<file path="config.mk">
export PLATFORM = sky130hd
export DESIGN_NAME = byte_queue
export DESIGN_NICKNAME = d
export VERILOG_FILES = /design/src/rtl/deser_pkg.sv /design/src/rtl/byte_queue_ram.sv /design/src/rtl/byte_queue.sv
export SDC_FILE = /design/constraint.sdc
export NUM_CORES = 1
export LEC_CHECK = 0
export CAP_MARGIN = 0
export CORE_MARGIN = 2
export CORE_UTILIZATION = 57
export DETAILED_ROUTE_END_ITERATION = 10
export PLACE_DENSITY = 0.78
export RECOVER_POWER = 100
export SLEW_MARGIN = 10
export SYNTH_ARGS = -nofsm -noshare
export SYNTH_HDL_FRONTEND = slang
export SYNTH_SLANG_ARGS = --single-unit
</file>
<file path="constraint.sdc">
create_clock -name clock_100k -period 2.8 [get_ports clock_100k]
set_input_delay 0.56 -clock clock_100k [delete_from_list [all_inputs] [get_ports clock_100k]]
set_output_delay 0.56 -clock clock_100k [all_outputs]
set_load 0.02 [all_outputs]
</file>
<file path="src/rtl/deser_pkg.sv">
// Shared types for the deserializer path: byte type, enqueue handshake states, default queue depth.
// Latency: n/a (declarations only).
// Backpressure: n/a.
package deser_pkg;

    typedef logic [7:0] byte_t;

    typedef enum logic [1:0] {
        IDLE     = 2'd0,
        ACK      = 2'd1,
        WAIT_LOW = 2'd2
    } enq_state_t;

    localparam int QUEUE_DEPTH_DEFAULT = 8;

endpackage

</file>
<file path="src/rtl/byte_queue_ram.sv">
// DEPTH x 8 storage array for byte_queue: synchronous write, combinational read by index.
// Latency: write visible on rd_data the cycle after the write edge; read is combinational.
// Backpressure: none; the caller guarantees it only writes free entries.
//
// Ports: clock_100k; wr_en/wr_idx/wr_data write port; rd_idx/rd_data read port.
// The array has no reset: contents are don't-care until written.
module byte_queue_ram
    import deser_pkg::*;
#(
    parameter int DEPTH = QUEUE_DEPTH_DEFAULT,
    parameter int PTR_W = $clog2(DEPTH)
) (
    input  logic             clock_100k,
    input  logic             wr_en,
    input  logic [PTR_W-1:0] wr_idx,
    input  logic [7:0]       wr_data,
    input  logic [PTR_W-1:0] rd_idx,
    output logic [7:0]       rd_data
);

    byte_t mem [DEPTH];

    always_ff @(posedge clock_100k) begin
        if (wr_en) begin
            mem[wr_idx] <= wr_data;
        end
    end

    assign rd_data = mem[rd_idx];

endmodule

</file>
<file path="src/rtl/byte_queue.sv">
// Circular byte FIFO behind the deserializer, with an ack handshake on the write side and a pop-pulse read side.
// Latency: write at the edge enqueue_in is seen in IDLE, ack_out the following cycle; popped byte registered one edge after dequeue_in.
// Backpressure: when full the ack is withheld (deserializer stalls); a pop on empty is ignored.
//
// Ports: clock_100k, reset (async, active-high); data_in/enqueue_in/ack_out to the deserializer;
// dequeue_in/data_out/valid_out to the consumer; len_out/full_out/empty_out occupancy status.
module byte_queue
    import deser_pkg::*;
#(
    parameter int DEPTH = QUEUE_DEPTH_DEFAULT,
    parameter int LEN_W = $clog2(DEPTH) + 1
) (
    input  logic             clock_100k,
    input  logic             reset,
    input  logic [7:0]       data_in,
    input  logic             enqueue_in,
    output logic             ack_out,
    input  logic             dequeue_in,
    output logic [7:0]       data_out,
    output logic             valid_out,
    output logic [LEN_W-1:0] len_out,
    output logic             full_out,
    output logic             empty_out
);

    localparam int PTR_W = $clog2(DEPTH);

    enq_state_t       state;
    enq_state_t       state_next;
    logic [PTR_W-1:0] wr_ptr;
    logic [PTR_W-1:0] rd_ptr;
    logic             wr_en;
    logic             rd_en;
    logic [7:0]       rd_data;
    logic [LEN_W-1:0] len_next;

    byte_queue_ram #(
        .DEPTH (DEPTH),
        .PTR_W (PTR_W)
    ) u_ram (
        .clock_100k (clock_100k),
        .wr_en      (wr_en),
        .wr_idx     (wr_ptr),
        .wr_data    (data_in),
        .rd_idx     (rd_ptr),
        .rd_data    (rd_data)
    );

    // Enqueue handshake FSM: state register.
    always_ff @(posedge clock_100k or posedge reset) begin
        if (reset) begin
            state <= IDLE;
        end else begin
            state <= state_next;
        end
    end

    // Next state. WAIT_LOW holds until data_ready drops so a byte held
    // high for many cycles is still written only once.
    always_comb begin
        state_next = state;
        case (state)
            IDLE:     if (enqueue_in && !full_out) state_next = ACK;
            ACK:      state_next = WAIT_LOW;
            WAIT_LOW: if (!enqueue_in) state_next = IDLE;
            default:  state_next = IDLE;
        endcase
    end

    // Outputs. ack_out decodes straight from the state register, so an
    // async reset during ACK drops it immediately and the byte is retaken.
    always_comb begin
        ack_out = 1'b0;
        wr_en   = 1'b0;
        case (state)
            IDLE:    wr_en   = enqueue_in && !full_out;
            ACK:     ack_out = 1'b1;
            default: ;
        endcase
    end

    // Registered flags gate both sides: a pop on the write edge of an
    // empty queue, or a write on the pop edge of a full queue, is refused.
    assign rd_en = dequeue_in && !empty_out;

    always_comb begin
        len_next = len_out;
        if (wr_en && !rd_en) begin
            len_next = len_out + 1'b1;
        end else if (rd_en && !wr_en) begin
            len_next = len_out - 1'b1;
        end
    end

    // Pointers wrap naturally (DEPTH is a power of two); full/empty come
    // from the occupancy count, not pointer comparison.
    always_ff @(posedge clock_100k or posedge reset) begin
        if (reset) begin
            wr_ptr    <= '0;
            rd_ptr    <= '0;
            len_out   <= '0;
            full_out  <= 1'b0;
            empty_out <= 1'b1;
            data_out  <= 8'h00;
            valid_out <= 1'b0;
        end else begin
            if (wr_en) begin
                wr_ptr <= wr_ptr + 1'b1;
            end
            if (rd_en) begin
                rd_ptr   <= rd_ptr + 1'b1;
                data_out <= rd_data;
            end
            valid_out <= rd_en;
            len_out   <= len_next;
            full_out  <= (len_next == LEN_W'(DEPTH));
            empty_out <= (len_next == '0);
        end
    end

endmodule

</file>
# After elaboration in Yosys (flattened, before gate mapping)
# Memory sizes are Yosys's and may differ from the RTL's. A register that Yosys moved wholly into a read port is not among the register bits.
# Index checks and enable logic that the tools add are counted.
# totals
reg_bits	15
ram_bits	64
input_bits	12
output_inout_bits	16
n_memories	1
# classes
addsub	4
n_eq_ne	5
n_mux	9
n_reduce_logical	11
# mem_list
memory	depth	word_bits	rd	rd_ports_with_merged_regs	wr	line_no	rtl
u_ram.mem	8	8	1	1	1	byte_queue_ram.sv:21	byte_t mem [DEPTH];
# op_table
operator	n
$mux 4	2
$add 3x1->3 const B	2
$pmux 2 s3	1
$add 4x1->4 const B	1
$eq 4x4->1 const B	1
$logic_and 1x1->1	4
$logic_not 1->1	4
$logic_not 4->1	1
$mux 1	4
$mux 2	2
$ne 2x2->1 const B	2
$sub 4x1->4 const B	1
$eq 2x1->1 const B	1
$eq 2x2->1 const B	1
$logic_not 2->1	1
$reduce_and 2->1	1

# Logic depth before layout (Yosys ltp)
# Gate-level depths: netlist of run 1.
# logic_depth
ltp_word	8
ltp_mapped	6

# Modules after synthesis
# Synthesis of run 1 repeated with hierarchy kept, for this count alone.
# hier_totals
cells_unflattened	210
hier_area_um2	3575.9
# by_module_without_submodules
mod	instances	cells_per_inst	area_per_inst_um2	seq_area_each_um2
byte_queue_ram	1	106	2531.2	1921.8
byte_queue	1	104	1044.8	576.8

# Least setup slack after synthesis of run 1
# No wires, ideal clock.
# synth_timing
path_type	input port to flip-flop
startpoint	input enqueue_in
endpoint	memory u_ram.mem[0][0] (netlist bit), enable pin
setup_time_ns	0.383
t_arrival_ns	1.927
required_ns	2.417
slack_ns	0.490
stages	5
n_path_buf	1
path_cell_list	or4b_4 > buf_6 > clkinv_8 > nand2b_1 > nor3_1
# synth_via
elab_chain_len	4
# synth_lines
item	line_no	rtl
start: declaration	byte_queue.sv:16	input logic enqueue_in,
$logic_and 1x1->1	byte_queue.sv:76	IDLE: wr_en = enqueue_in && !full_out;
$mux 1	byte_queue.sv:75	case (state)
$mux 1	byte_queue_ram.sv:24	if (wr_en) begin
$mux 1 (implied by the code)	byte_queue_ram.sv:25	mem[wr_idx] <= wr_data;
end: declaration	byte_queue_ram.sv:21	
# Every way passes these cells.

# Worst setup path after layout of run 1
# layout_timing
startpoint	input enqueue_in
endpoint	memory u_ram.mem[4][4] (netlist bit), enable pin
# Same word-level chain as after synthesis.

==> results of run 1 <==
sequential cells by signal (all words and copies together), names as in the netlist:
name	count
empty_out	1
full_out	1
wr_ptr	3
state	2
data_out	8
rd_ptr	3
len_out	4
valid_out	1
u_ram.mem	64
kinds of logic (layout without fill, tap and decap cells):
logic type,count (synthesis),after routing,synth area share
compound gates,18,18,0.0363
xor+xnor,5,5,0.0125
fa+ha+maj,4,4,0.0143
buf+inv,13,62,0.0207
flops,87,87,0.712
mux,24,24,0.125
simple gates,53,53,0.0791
stage by stage:
step	area, um2	instances	power [uW]	hold WS [ns]
final	4120	328	4160	0.483
after global routing	4120	328	4420	0.506
after CTS	4140	328	4270	0.491
after detailed placement	3940	312	3420	0.473
after global placement	3940	312	3380	0.461
after floorplan	3510	204	2910	0.486
synthesized netlist by cell type, types with 2 or more instances:
library cell / count / area (um2)
xnor2_1: 5 / 43.8
nor3_1: 3 / 15.0
nand2b_1: 5 / 31.3
dfrtp_1: 22 / 551
o21ai_1: 5 / 25.0
mux2i_1: 8 / 80.1
edfxtp_1: 64 / 1920
o21ai_0: 7 / 35.0
nand2_1: 21 / 78.8
mux4_2: 16 / 360
inv_1: 3 / 11.3
ha_1: 4 / 50.1
nand3_1: 2 / 10.0
a2111oi_2: 2 / 30.0
nor2_1: 9 / 33.8
clkbuf_1: 2 / 7.51
buf_1: 2 / 7.51
nand3b_1: 3 / 22.5
buf_2: 3 / 15.0
report_power, final:
| part | internal (uW) | total [uW] | switching, uW |
|---|---|---|---|
| Clock | 417 | 855 | 438 |
| Sequential | 1660 | 1930 | 269 |
| Combinational | 692 | 1370 | 678 |
metal layers:
layer | wire (um) | part of all wire | global-route usage
met4 | 7 | 0.0012 | 0.0583
met2 | 2820 | 0.48 | 0.302
met1 | 2690 | 0.46 | 0.275
met5 | 0 | 0 | 0
met3 | 376 | 0.064 | 0.0554
cell type report:
type                       count  area share
sequential                    87       0.606
clock buffer                  10      0.0310
inverter                       5     0.00759
clock inverter                 6      0.0167
timing repair buffer          41      0.0896
tap                           75      0.0228
multi-input combinational    104       0.226
final timing paths:
check / start / slack [ns] / endpoint / depth (start not counted)
worst max-delay path: enqueue_in / 0.38 / u_ram.mem[4][4]$_DFFE_PP_ / 6
worst min-delay path: data_out[5]$_DFFE_PP0P_ / 0.48 / data_out[5]$_DFFE_PP0P_ / 2
worst max register to register: full_out$_DFF_PP0_ / 0.66 / u_ram.mem[4][4]$_DFFE_PP_ / 5
worst min register to register: data_out[5]$_DFFE_PP0P_ / 0.48 / data_out[5]$_DFFE_PP0P_ / 2
max in group asynchronous: reset / 1.47 / len_out[1]$_DFF_PP0_ / 2
min in group asynchronous: reset / 0.80 / data_out[1]$_DFFE_PP0P_ / 2
placed cells by master (no fill, tap or decap), types with 2 or more instances in the layout:
master / instances
a2111oi_2: 2
buf_4: 12
clkbuf_1: 2
clkbuf_8: 9
clkinv_4: 2
dfrtp_1: 22
dlygate4sd3_1: 27
edfxtp_1: 64
ha_1: 4
inv_1: 3
mux2i_1: 8
mux4_2: 16
nand2_1: 21
nand2b_1: 5
nand3_1: 3
nand3b_1: 3
nor2_1: 9
nor3_1: 3
o21ai_0: 12
xnor2_1: 5
critical path, delay by kind of cell:
family | cells | cell delay, ns
buffers and inverters | 3 | 0.97
AND/OR/NAND/NOR | 3 | 0.90
==> run summary, run 1 <==
The tools report the maximum number of pins on one net before global-route repair as 24. The logs give 220 for the net count after synthesis and 264 for the number of nets at the end of the flow. Yosys printed 0 warnings.

The clock reaches the later pin of the worst-skew pair after 0.35 ns. The tools report the total number of clock tree sinks as 87. The run finished with clean final reports.

The average wire per cell in the routed design was 18.0 um; the average instance area after synthesis was 17.2 um2. For the number of unique standard cell types used by synthesis, the log shows 37. In this run the worst hold path is classified as register to register. After clock tree synthesis, the flow added hold-fix buffers numbering 0.

The run gives 0.00592 mm2 as the area of the placeable core. The share of post-route cells with drive strength above 1 works out to 0.202. STA classifies the critical path startpoint as a primary input. VDD sags by at most 0.000536 V. On the critical path, the stage with the largest delay is an instance of or4b_1. The final-report hold violation count came out at 0.

Across the run, the number of max-cap violations was 0. The area used by sequential logic in the layout is 0.00250 mm2, and the fraction of the cycle the final worst path needs is 0.863. The time the worst path needs with I/O delays and setup was 2.42 ns; the H-tree depth was 3. The overall die height was 82.5 um. The clock transition at the registers of the reported paths was 0.09 ns; the number of buffers on the longest clock path was 2. For the number of endpoints failing setup at the final stage, the log shows 0. Detailed placement finished with a half-perimeter wire length of 4.07 mm. The total overflow left after global routing is 0. The run gives 5.90 mm as the routed wire length. The via-per-instance ratio is 5.66. For the share of the yosys chip area belonging to registers, the log shows 0.712. The initialized floorplan defines 28 standard-cell rows. Of all nets on the critical path, the largest fanout is 10. The final cell utilization of the core is 0.696. The final critical-path setup slack was 0.384 ns; the TritonCTS buffer count was 9. The kind of critical path was primary input to register.

Before CTS, the worst setup slack after placement is 0.255 ns. For the number of antenna violations at the first check in global routing, the log shows 0. The maximum clock frequency was 414 MHz; the share of synthesized flip-flops with an asynchronous set or reset was 0.264.

Counting the fill cells in the layout gives 418. After technology mapping, the gate count stands at 204. The first detailed-routing pass took 4 iterations.

The die covers 0.00680 mm2. The final route contains 1855 vias. Measured along the x axis, the die boundary spans 82.5 um. The logs give 0 ns for the sum of negative setup slack and 28 for the number of I/O pins. The count of antenna-violating nets left after detailed routing is 0, and the quantity of I/O buffers inserted on ports is 27.

STA classifies the critical path endpoint as a register. The number of buffers inserted to repair setup after CTS was 0. The effective utilization at floorplan was 0.593; the final count of pins violating max slew was 0. In the routed design, unresolved DRC markers number 0.

The arrival time at the worst endpoint was 2.44 ns; the global-route total usage across every layer was 0.196. The logs give 0.442 for the worst slew slack as a fraction of its limit and 9.14 mm for the wire length of the first global-routing pass. For the pin with the worst max-slew slack, the measured transition is 0.836 ns. The congestion estimate from routability-driven global placement came to 0.810. Clock skew on the completed layout was measured at 0.0137 ns. The detailed router finished its first iteration with 134 violations. The maximum cell stage delay along the critical path was 0.65 ns; the static power due to leakage was 0.00150 uW. The number of antenna diodes in the final layout is 0. Relative to the synthesized area, the layout overhead comes to 17.4%. For the count of instances resized after the clock tree is built, the log shows 0. The most used flip-flop cell after synthesis was edfxtp_1.

The via count of the first global-routing pass came out at 1779. The critical path goes through dlygate4sd3_1, or4b_1, clkinv_8, nand2b_1, nor2_1, clkbuf_2. Data on the critical path is required at its endpoint by 2.82 ns. In the final layout, the multi-input gates occupy 931 um2.

Dividing total power by cell area gives a power density of 1010 mW/mm2. Summing every instance area after synthesis gives 0.00351 mm2. Setup repair after global routing left no endpoint under its margin.

TritonCTS built the clock tree. The synthesized design contains 87 register bits. The root buffer cell was clkbuf_8. Counting flops with a built-in enable in the synthesized netlist gives 64.
No activity file was read; power rests on OpenSTA's default activity.
==> run 2: changes to the inputs <==
--- a/config.mk
+++ b/config.mk
@@ -9,8 +9,9 @@
 export CORE_MARGIN = 2
 export CORE_UTILIZATION = 57
 export DETAILED_ROUTE_END_ITERATION = 10
-export PLACE_DENSITY = 0.78
+export PLACE_DENSITY = 0.76
 export RECOVER_POWER = 100
+export SKIP_CTS_REPAIR_TIMING = 1
 export SLEW_MARGIN = 10
 export SYNTH_ARGS = -nofsm -noshare
 export SYNTH_HDL_FRONTEND = slang
==> run 2 against run 1 <==
Clock skew shrank 0.0045 ns. Largest power group unchanged. Critical path depth unchanged. Flip-flop and latch count is the same. Highest routed layer unchanged. Critical endpoint is now u_ram.mem[6][3]$_DFFE_PP_. Combinational power is 5% higher. Register-to-register slack worse by 0.04 ns.
==> run summary, run 2 (same netlist as run 1, synthesis figures left out) <==
Wires add up to 6.31 mm. The run gives 0.593 as the effective utilization at floorplan. The largest registers in the layout are u_ram.mem: 64 flops, data_out: 8 flops, len_out: 4 flops. Fraction of the cycle the final worst path needs: 0.887. The tools report the residual DRC count as 0. The insertion delay of the later-clocked pin in the worst-skew pair is 0.35 ns. The HPWL after detailed placement is 4.36 mm, and the logic gate share of total power is 0.325. Overall die height: 82.5 um. Type of the worst min-delay path: register to register. The power dissipated by switching net loads was 1440 uW; the number of buffers on the longest clock path was 2. The path with the worst hold slack has its endpoint at data_out[7]$_DFFE_PP0P_.

The clock network fraction of total power was 0.240. Setup violations remaining at the end of the flow were counted as 0. The run gives 0.481 ns as the final worst hold slack.

The worst IR drop on VDD was 0.000669 V; the x dimension of the die was 82.5 um. Walking the worst path, the cells encountered are dlygate4sd3_1, or4b_1, clkinv_8, nand2b_1, nor2_1, clkbuf_2. The logs give 2980 uW for the cell-internal power and 28 for the number of I/O pins. Relative to the synthesized area, the layout overhead comes to 19.7%.

Register name with the most flops: u_ram.mem. Leaving out fill and tap cells, the most frequent cell in the layout is edfxtp_1. The first-pass iteration count of the detailed router was 4.

The worst register-to-register path begins at state[0]$_DFFE_PP0P_. Among cell families on the critical path, the largest total delay comes from buffers and inverters. The switching share of power is 0.326, and the maximum number of pins on one net before global-route repair is 24. The quantity of I/O buffers inserted on ports works out to 27.

Adding up every negative setup slack in the final design gives 0 ns. Flip-flop count of the largest register, all copies and words added: 64. At the end of routability-driven placement, the weighted congestion stood at 0.776. CTS built an H-tree with a depth of 3. The first global-routing pass estimated 9.80 mm of wire. The share of post-route cells with drive strength above 1 is 0.208. The run gives 0 as the aggregate global routing overflow. Row generation in the floorplan step produced 28 rows. The count of nets left with antenna violations once routing finished came out at 0. The worst setup path is captured at a register. The worst slew slack as a fraction of its limit came out at 0.431. The tools report the final-report hold violation count as 0. After clock tree synthesis, the clock-pin slew on the worst setup and hold paths is 0.08 ns.

In this run the static leakage power is 0.00154 uW. Data on the critical path arrives at its endpoint at 2.51 ns. Static timing analysis puts the maximum clock frequency at 402 MHz. The die covers 0.00680 mm2. After the last flow step, the layout net total stands at 270. Worst path buffer plus inverter count: 3. The run finished with clean final reports. The total via count after detailed routing was 1906; the via-per-instance ratio was 5.71.

The via count of the first global-routing pass was 1923; the global-route total usage across every layer was 0.212. The slowest stage of the critical path is the or4b_1 cell. TritonCTS created 9 clock buffers. Dividing total power by cell area gives a power density of 1050 mW/mm2. The largest single stage delay on the critical path is 0.67 ns. TritonCTS built the clock tree.

The final count of pins violating max slew came out at 0. The fraction of power consumed by sequential logic was 0.435; the average wire per cell in the routed design was 18.9 um. Leaving out fill and tap cells, the most frequent cells in the layout are edfxtp_1 (64), dlygate4sd3_1 (27), dfrtp_1 (22). 0 antenna diodes ended up in the layout. Setup repair after global routing left no endpoint under its margin. Filler cell count: 390. The largest driver fanout on the critical path is 10, and the setup skew after layout is 0.00920 ns. The run gives 0.710 as the final cell utilization of the core. Total power for the finished layout comes to 4420 uW. The worst endpoint required time was 2.83 ns; the slew of the pin with the lowest slew margin was 0.853 ns.

The time the worst path needs with I/O delays and setup came out at 2.48 ns. Kind of critical path: primary input to register. Root buffer cell: clkbuf_8. The run gives 0 as the max-capacitance violation count. The core region is 0.00592 mm2.

The total number of clock tree sinks is 87, and the number of antenna violations at the first check in global routing is 0. The setup check on the worst reg-to-reg path leaves a slack of 0.62 ns. Capturing point of the worst reg2reg path: u_ram.mem[6][3]$_DFFE_PP_. The worst hold path begins at data_out[7]$_DFFE_PP0P_.

The first routing iteration left 112 violations. The count of cells along the worst hold path came out at 2. STA classifies the critical path startpoint as a primary input. Measured in cells, the most critical reg-to-reg path has a length of 5.
[run 2: cell count changes in the layout (fill, tap and decap cells not counted), sizes merged]
cell and change:
inv +2, buf +2, bufinv +2, clkbuf +3
clkinv -3
[run 2: layout make-up]
| class | count | area [um2] | area share |
|---|---|---|---|
| Sequential cell | 87 | 2500 | 0.594 |
| Multi-Input combinational cell | 104 | 931 | 0.221 |
| Clock buffer | 9 | 124 | 0.0295 |
| Inverter | 5 | 31.3 | 0.00744 |
| Clock inverter | 7 | 126 | 0.0301 |
| Tap cell | 75 | 93.8 | 0.0223 |
| Timing Repair Buffer | 47 | 399 | 0.0949 |
[run 2: metal layers]
metal / vias up / global-route usage / share of wire
met1: 952 / 0.277 / 0.42
met4: 0 / 0.105 / 0.016
li1: 882 / - / -
met5: - / 0 / 0
met2: 62 / 0.344 / 0.51
met3: 10 / 0.0391 / 0.052
[run 2: worst max-delay path by stage]
stage                     slack [ns]        from  cells past startpoint                        end
after floorplan                 0.49  enqueue_in                      5  u_ram.mem[0][0]$_DFFE_PP_
after global placement          0.30  enqueue_in                      6        empty_out$_DFF_PP1_
after detailed placement        0.24  enqueue_in                      6  u_ram.mem[1][1]$_DFFE_PP_
after CTS                       0.61  enqueue_in                      6  u_ram.mem[1][4]$_DFFE_PP_
after global routing            0.26  enqueue_in                      6  u_ram.mem[6][3]$_DFFE_PP_
final                           0.32  enqueue_in                      6  u_ram.mem[6][3]$_DFFE_PP_
[run 2: power groups by stage]
stage          logic, uW  registers [uW]  clock network (uW)
2_1_floorplan        959            1950                   0
3_3_place_gp        1490            1940                   0
3_5_place_dp        1530            1960                   0
4_1_cts             1540            1940                1080
5_1_grt             1580            1970                1130
6_report            1440            1920                1060
[run 2: metrics by stage]
stage	instance area (um2)	setup WS [ns]	std cells
2_1_floorplan	3510	0.490	204
3_3_place_gp	3980	0.305	318
3_5_place_dp	3980	0.240	318
4_1_cts	4230	0.607	334
5_1_grt	4200	0.256	334
6_report	4200	0.315	334
[run 2: tightest hold or removal path: stages, from the launching register on]
cell and delay (ns):
dfrtp_1 0.35, nand2_1 0.05, o21ai_0 0.06
